$ cat config.mk
export PLATFORM = sky130hd
export DESIGN_NAME = uart_tx
export DESIGN_NICKNAME = d
export VERILOG_FILES = /design/src/rtl/uart_tx.sv
export SDC_FILE = /design/constraint.sdc
export NUM_CORES = 1
export LEC_CHECK = 0
export BUFFER_PORTS_ARGS = -buffer_cell sky130_fd_sc_hd__buf_2
export CAP_MARGIN = 20
export CORE_UTILIZATION = 50
export CTS_BUF_LIST = sky130_fd_sc_hd__clkbuf_8
export DETAILED_ROUTE_END_ITERATION = 7
export PLACE_DENSITY = 0.68
export SLEW_MARGIN = 20
export SYNTH_ARGS = -nofsm -noshare
export SYNTH_HDL_FRONTEND = slang
export SYNTH_SLANG_ARGS = --single-unit
$ cat constraint.sdc
create_clock -name clk -period 5.94 [get_ports clk]
set_input_delay 1.188 -clock clk [delete_from_list [all_inputs] [get_ports clk]]
set_output_delay 1.188 -clock clk [all_outputs]
set_load 0.03 [all_outputs]
$ cat src/rtl/uart_tx.sv
// UART transmitter: 8 data bits, LSB first, one start bit and one stop bit.
// Defining UART_TX_PARITY_EN adds an even-parity bit after the data bits.
module uart_tx #(
    parameter int CLKS_PER_BIT = 4
) (
    input  logic       clk,
    input  logic       ret,
    input  logic       wr,
    input  logic [7:0] data_in,
    output logic       tx,
    output logic       busy,
    output logic       done
);

    // state  | meaning
    // IDLE   | line high, waiting for wr
    // START  | start bit (0)
    // DATA   | data bits, index 0..7, LSB first
    // PARITY | even-parity bit (only reachable with UART_TX_PARITY_EN)
    // STOP   | stop bit (1); a new request may be taken on its last edge
    typedef enum logic [2:0] {
        IDLE,
        START,
        DATA,
        PARITY,
        STOP
    } state_t;

    localparam logic [15:0] BAUD_LAST = 16'(CLKS_PER_BIT - 1);

    state_t      state_q, state_d;
    logic [15:0] baud_q, baud_d;
    logic [2:0]  idx_q, idx_d;
    logic [7:0]  data_q, data_d;
    logic        tx_d, busy_d, done_d;
    logic        baud_end;

    assign baud_end = (baud_q == BAUD_LAST);

    always_ff @(posedge clk or negedge ret) begin
        if (!ret) begin
            state_q <= IDLE;
            baud_q  <= '0;
            idx_q   <= '0;
            data_q  <= '0;
            tx      <= 1'b1;
            busy    <= 1'b0;
            done    <= 1'b0;
        end else begin
            state_q <= state_d;
            baud_q  <= baud_d;
            idx_q   <= idx_d;
            data_q  <= data_d;
            tx      <= tx_d;
            busy    <= busy_d;
            done    <= done_d;
        end
    end

    // tx/busy/done are registered, so each transition sets the value for the next state
    always_comb begin
        state_d = state_q;
        baud_d  = baud_q + 16'd1;
        idx_d   = idx_q;
        data_d  = data_q;
        tx_d    = tx;
        busy_d  = busy;
        done_d  = 1'b0;

        case (state_q)
            IDLE: begin
                baud_d = '0;
                idx_d  = '0;
                tx_d   = 1'b1;
                busy_d = 1'b0;
                if (wr) begin
                    state_d = START;
                    data_d  = data_in;
                    tx_d    = 1'b0;
                    busy_d  = 1'b1;
                end
            end
            START: begin
                if (baud_end) begin
                    state_d = DATA;
                    baud_d  = '0;
                    idx_d   = '0;
                    tx_d    = data_q[0];
                end
            end
            DATA: begin
                if (baud_end) begin
                    baud_d = '0;
                    if (idx_q == 3'd7) begin
                        idx_d = '0;
`ifdef UART_TX_PARITY_EN
                        state_d = PARITY;
                        tx_d    = ^data_q;
`else
                        state_d = STOP;
                        tx_d    = 1'b1;
`endif
                    end else begin
                        idx_d = idx_q + 3'd1;
                        tx_d  = data_q[idx_q + 3'd1];
                    end
                end
            end
            PARITY: begin
                if (baud_end) begin
                    state_d = STOP;
                    baud_d  = '0;
                    tx_d    = 1'b1;
                end
            end
            STOP: begin
                if (baud_end) begin
                    baud_d = '0;
                    done_d = 1'b1;
                    if (wr) begin
                        state_d = START;
                        data_d  = data_in;
                        tx_d    = 1'b0;
                        busy_d  = 1'b1;
                    end else begin
                        state_d = IDLE;
                        tx_d    = 1'b1;
                        busy_d  = 1'b0;
                    end
                end
            end
            default: begin
                state_d = IDLE;
                baud_d  = '0;
                idx_d   = '0;
                tx_d    = 1'b1;
                busy_d  = 1'b0;
            end
        endcase
    end

endmodule

==> results of run 1 <==
power breakdown:
group	leakage, nW	switching, mW	internal, mW
clock	0.0439	0.0859	0.0807
combinational	0.319	0.111	0.0936
sequential	0.433	0.0398	0.269
cells by family after synthesis:
kind of cell / synth area share (%)
and+or+nand+nor: 21.0
buffers and inverters: 3.50
muxes: 9.91
xor gates and xnor gates: 7.14
DFF: 48.2
adders and majority gates: 2.77
AOI/OAI and AO/OA: 7.51
per-layer routing:
layer	routed length, µm	share of wire [%]	vias to the layer above	GRT usage (%)
met2	1390	44	43	30.9
met3	201	6.4	7	8.74
met4	46	1.5	0	7.47
met5	0	0	-	0
met1	1490	48	587	27.7
li1	-	-	604	-
worst register-to-register path, stage by stage (launching register included):
cell,delay [ns]
dfrtp_1,0.41
ha_1,0.27
or3b_2,0.52
or4_4,0.49
o21ai_4,0.22
mux2_4,0.34
Yosys cell counts (3+ instances only):
master	count	area (µm²)
nor2_1	22	82.6
or4_4	3	33.8
and3_1	3	18.8
clkbuf_1	3	11.3
inv_1	7	26.3
nor4_1	5	31.3
o21ai_0	5	25.0
nand3_1	7	35.0
nand2_1	8	30.0
mux2_2	8	90.1
dfrtp_1	32	801
xnor2_1	11	96.3
nor3_1	6	30.0
xor2_1	3	26.3
nand4_1	3	18.8
ha_1	3	37.5
flip-flops by register name, summed over array words and instances (netlist names):
signal	count
baud_q	16
busy	1
data_q	8
done	1
idx_q	3
state_q	3
tx	1
worst paths after layout:
| check | startpoint | endpoint |
|---|---|---|
| worst max register to register | baud_q[0]$_DFF_PN0_ | tx$_DFFE_PN1P_ |
| worst min-delay path | data_q[7]$_DFFE_PN0P_ | data_q[7]$_DFFE_PN0P_ |
| worst min register to register | data_q[7]$_DFFE_PN0P_ | data_q[7]$_DFFE_PN0P_ |
| min in group asynchronous | ret | idx_q[2]$_DFFE_PN0P_ |
| max in group asynchronous | ret | baud_q[11]$_DFF_PN0_ |
| worst max-delay path | baud_q[0]$_DFF_PN0_ | tx$_DFFE_PN1P_ |
layout make-up:
class	count	area (µm²)	area share [%]
multi-input cells	114	830	43.9
flip-flops and latches	33	827	43.8
clock buffers	5	68.8	3.64
repair buffers	13	65.1	3.44
well taps	44	55.1	2.91
inverters	7	26.3	1.39
clock inverters	3	17.5	0.927
per-stage QoR:
step	cells	setup slack [ns]	instance area, µm²
2_1_floorplan	159	3.77	1720
4_1_cts	219	3.62	1890
3_5_place_dp	211	3.65	1800
6_report	219	3.62	1890
3_3_place_gp	211	3.68	1800
5_1_grt	219	3.50	1890
==> results.toml, run 1 <==
[floorplan]
die_y_um = 60.6
die_area_um2 = 3670
rows = 20
fp.dieW_um = 60.6
core_um2 = 3150
pin_count = 14
start_util_pct = 54.4

[synth]
synth_warnings = 0
avgSynthCellArea_um2 = 10.8
synth_fp_nets = 173
syn-cell-area_um2 = 1720
synth_flop_cell = "dfrtp_1"
synth.ff_latch_count = 33
synth_cell_types = 38
yosysSeqAreaShare_pct = 48.2
syn_inst = 159
async_flop_share_pct = 100
synth_edf_count = 0

[sta]
finalSetupTns_ns = 0
report.final.slew_viol_count = 0
setup-violations-final = 0
worst_slew_pin_slew_ns = 0.720
holdWs_ns = 0.500
layout_min_cycle_time_ns = 2.32
skew_ns = 0.00641
timing.final.crit_share_pct = 39.0
max_freq_mhz = 432
relSlewSlack_pct = 52.0
hold_viol_final = 0
rsz0062_at_grt = "no"

[final_layout]
nets = 188
drive_gt1_share_pct = 23.4
fill_cells = 294
layout_commonest_cell = "dfrtp_1"
syn2layout_area_growth_pct = 10.1
num_antenna_cells = 0
final_util_pct = 59.9
final_cell_mix = "32 x dfrtp_1, 22 x nor2_1, 13 x buf_2, 11 x xnor2_1"

[worst_setup_path]
slowest_delay_ns = 0.52
worstPathMaxFanout = 18
crit_path_end_kind = "register"
crit_required_ns = 6.16
critPathBufInv = 0
worst-path-stages = 5
path_class = "register to register"
crit_slowest_cell = "or3b_2"
critPathLaunchType = "register"
cp_cell_sequence = "ha_1 > or3b_2 > or4_4 > o21ai_4 > mux2_4"
cp.arrival_ns = 2.53
rrSetupSlack_ns = 3.62
crit_family = "simple AND/OR/NAND/NOR gates"
r2r_cells = 5

[power_and_ir_drop]
powerDensity_nw_per_um2 = 360
vdd_drop_max_mv = 0.236
finalPower_mw = 0.680
power.leakage_nw = 0.796

[worst_hold_path]
min_path_type = "register to register"
hold_depth = 1

[global_routing]
grt_pass1_wl_mm = 5.44
antenna_found_initial = 0
grt_usage_pct = 20.9
grt_start_max_net_pins = 34
overflow = 0
grt_pass1_vias = 1194

[cts]
clk_pin_slew_ns = 0.07
insertion_delay_ns = 0.29
cts_sinks = 33
cts_made_buffers = 5
htree_levels = 2
hold_buffers = 0
cts_tree = "done"
clockBufferDepth = 2
cts.repair.resized = 0
root_buffer = "clkbuf_8"
cts_setup_buffers = 0

[outcome]
status = "finished, final reports clean"

[drt]
drtAntennaViolNets = 0
firstDrtPassIters = 4
wl_per_cell_um = 14.3
drc = 0
drtIter0Drc = 54
vias = 1241
vias_per_cell = 5.67
finalWirelength_mm = 3.13

[flow_run]
cap_violations = 0

[place]
gp_congestion = 0.822
portBuffers = 13
dpl.hpwl_mm = 2.23
(Power assumes the default switching activity.)
==> inputs of run 2 (changes only) <==
--- a/config.mk
+++ b/config.mk
@@ -5,6 +5,7 @@
 export SDC_FILE = /design/constraint.sdc
 export NUM_CORES = 1
 export LEC_CHECK = 0
+export ABC_AREA = 1
 export BUFFER_PORTS_ARGS = -buffer_cell sky130_fd_sc_hd__buf_2
 export CAP_MARGIN = 20
 export CORE_UTILIZATION = 50
==> constraint.sdc (replaced) <==
create_clock -name clk -period 2.2 [get_ports clk]
set_input_delay 0.44 -clock clk [delete_from_list [all_inputs] [get_ports clk]]
set_output_delay 0.44 -clock clk [all_outputs]
set_load 0.03 [all_outputs]
==> run 2 against run 1 <==
Effect of this change: power grew to 3.2 times the previous value; first-iteration DRC count grew 5.6%; synthesized area grew 3.2%; critical endpoint is now busy$_DFFE_PN0P_.
==> results.toml, run 2 <==
[synth]
yosysSeqAreaShare_pct = 46.7
synth_top_area_share_pct = 45.2
yosysTopAreaCell = "dfrtp_1"
avgSynthCellArea_um2 = 8.02
synth_fp_nets = 235
syn_inst = 221
yosys-top-cells-area = "dfrtp_1 45%, nand2_1 13%, nand3_1 7.1%, nor2_1 6.6%, xor2_1 4.4%"
synth.ff_latch_count = 33
synth_warnings = 0
synth_edf_count = 0
synth_common_cells = "61 x nand2_1, 32 x dfrtp_1, 31 x nor2_1"
async_flop_share_pct = 100
synth_flop_cell = "dfrtp_1"
syn-cell-area_um2 = 1770
yosysMostFrequentCell = "nand2_1"
synth_cell_types = 22

[drt]
wl_per_cell_um = 11.5
vias = 1435
drtIter0Drc = 57
finalWirelength_mm = 3.28
drtAntennaViolNets = 0
drc = 0
firstDrtPassIters = 4
vias_per_cell = 5.02

[final_layout]
final_cell_mix = "61 x nand2_1, 32 x dfrtp_1, 31 x nor2_1, 25 x nand3_1, 18 x inv_1"
layout_commonest_cell = "nand2_1"
syn2layout_area_growth_pct = 10.3
num_antenna_cells = 0
nets = 253
drive_gt1_share_pct = 16.7
largest_register_ffs = 16
largest-register = "baud_q"
reg_top3 = "baud_q: 16 flops, data_q: 8 flops"
fin_cells = 286

[cts]
cts_made_buffers = 5
cts.repair.resized = 0
cts_tree = "done"
clockBufferDepth = 2
hold_buffers = 0
cts_sinks = 33
clk_pin_slew_ns = 0.06
htree_levels = 2
cts_setup_buffers = 0
root_buffer = "clkbuf_8"
insertion_delay_ns = 0.28

[outcome]
status = "finished, final reports clean"

[worst_setup_path]
crit_required_ns = 2.37
path_class = "register to register"
cp.arrival_ns = 1.78
crit_family = "simple AND/OR/NAND/NOR gates"
worstPathMaxFanout = 11
slowest_delay_ns = 0.39
cp_cell_sequence = "ha_1 > nand3_1 > nor2_1 > nand2_2 > nand3_2 > nand2_2 > nand2_1"
critPathLaunchType = "register"
crit_path_end_kind = "register"
crit_top_cell = "nand2_2"
crit_slowest_cell = "dfrtp_1"
critPathBufInv = 0

[sta]
worst_slew_pin_slew_ns = 0.715
hold_viol_final = 0
timing.final.crit_share_pct = 73.6
report.final.slew_viol_count = 0
setup-violations-final = 0
fin_ws_ns = 0.581
finalSetupTns_ns = 0
relSlewSlack_pct = 52.3
skew_ns = 0.00368
rsz0062_at_grt = "no"
layout_min_cycle_time_ns = 1.62
holdWs_ns = 0.205
max_freq_mhz = 618

[power_and_ir_drop]
vdd_drop_max_mv = 0.845
power.leakage_nw = 0.934
powerDensity_nw_per_um2 = 1120
finalPower_mw = 2.19

[place]
dpl.hpwl_mm = 2.41
dp_cells = 278
portBuffers = 13
place_ws_ns = 0.598
gp_congestion = 0.816

[floorplan]
pin_count = 14
core_um2 = 3360
die_area_um2 = 3790
die_y_um = 61.5
rows = 21
fp.dieW_um = 61.5
start_util_pct = 52.7

[global_routing]
grt_start_max_net_pins = 34
grt_pass1_wl_mm = 5.55
overflow = 0
antenna_found_initial = 0
grt_pass1_vias = 1306
grt_usage_pct = 20.7

[flow_run]
cap_violations = 0

[worst_hold_path]
min_path_type = "input pin to async pin"
[run 2: cell count changes in the layout (fill, tap and decap cells not counted), moves of 6 or more]
cell	previous run	this run
nand2_1	8	61
nand3_1	7	25
nor2_1	22	31
inv_1	7	18
xor2_1	3	9
xnor2_1	11	2
mux2_2	8	0
[run 2: worst paths after layout]
check	depth (start not counted)	slack, ns	end	from
setup / recovery	7	0.58	busy$_DFFE_PN0P_	baud_q[0]$_DFF_PN0_
hold reg to reg	1	0.46	baud_q[0]$_DFF_PN0_	baud_q[0]$_DFF_PN0_
max in group asynchronous	1	1.54	state_q[2]$_DFFE_PN0P_	ret
setup reg to reg	7	0.58	busy$_DFFE_PN0P_	baud_q[0]$_DFF_PN0_
min in group clk	3	0.38	data_q[4]$_DFFE_PN0P_	data_in[4]
hold / removal	1	0.21	baud_q[2]$_DFF_PN0_	ret
[run 2: final cells by class]
| type | instances | area, µm² |
|---|---|---|
| inverter | 21 | 78.8 |
| tap | 46 | 57.6 |
| sequential | 33 | 827 |
| clock inverter | 3 | 13.8 |
| timing repair buffer | 13 | 65.1 |
| clock buffer | 5 | 68.8 |
| fill | 343 | 1410 |
| multi-input combinational | 165 | 843 |
[run 2: stage by stage]
step	utilization, %	area (µm²)
5_1_grt	58.1	1950
2_1_floorplan	-	1770
4_1_cts	58.1	1950
3_5_place_dp	55.7	1870
3_3_place_gp	55.7	1870
6_report	58.1	1950
[run 2: kinds of logic after synthesis]
group                    Yosys count  share of synthesized area [%]
AND/OR/NAND/NOR                  143                           37.8
flip-flops                        33                           46.7
buffers and inverters             23                           5.72
XOR/XNOR                          11                           5.44
AO/OA/AOI/OAI                      8                           2.26
adder cells (fa/ha/maj)            3                           2.12
[run 2: worst reg2reg max path, delay by kind of cell (launching register included)]
kind,cells,cell delay [ns]
and+or+nand+nor,6,0.84
adders and majority gates,1,0.26
DFF,1,0.39
[run 2: per-layer routing]
layer	GRT usage, %	share of wire (%)	up-vias
li1	-	-	740
met1	24.7	45	665
met2	34.1	50	24
met3	4.62	3.4	6
met4	12.1	1.7	0
met5	0	0	-
[run 2: power by group]
group          internal (mW)  switching, mW
combinational          0.283          0.574
sequential             0.766          0.144
clock                  0.214          0.211
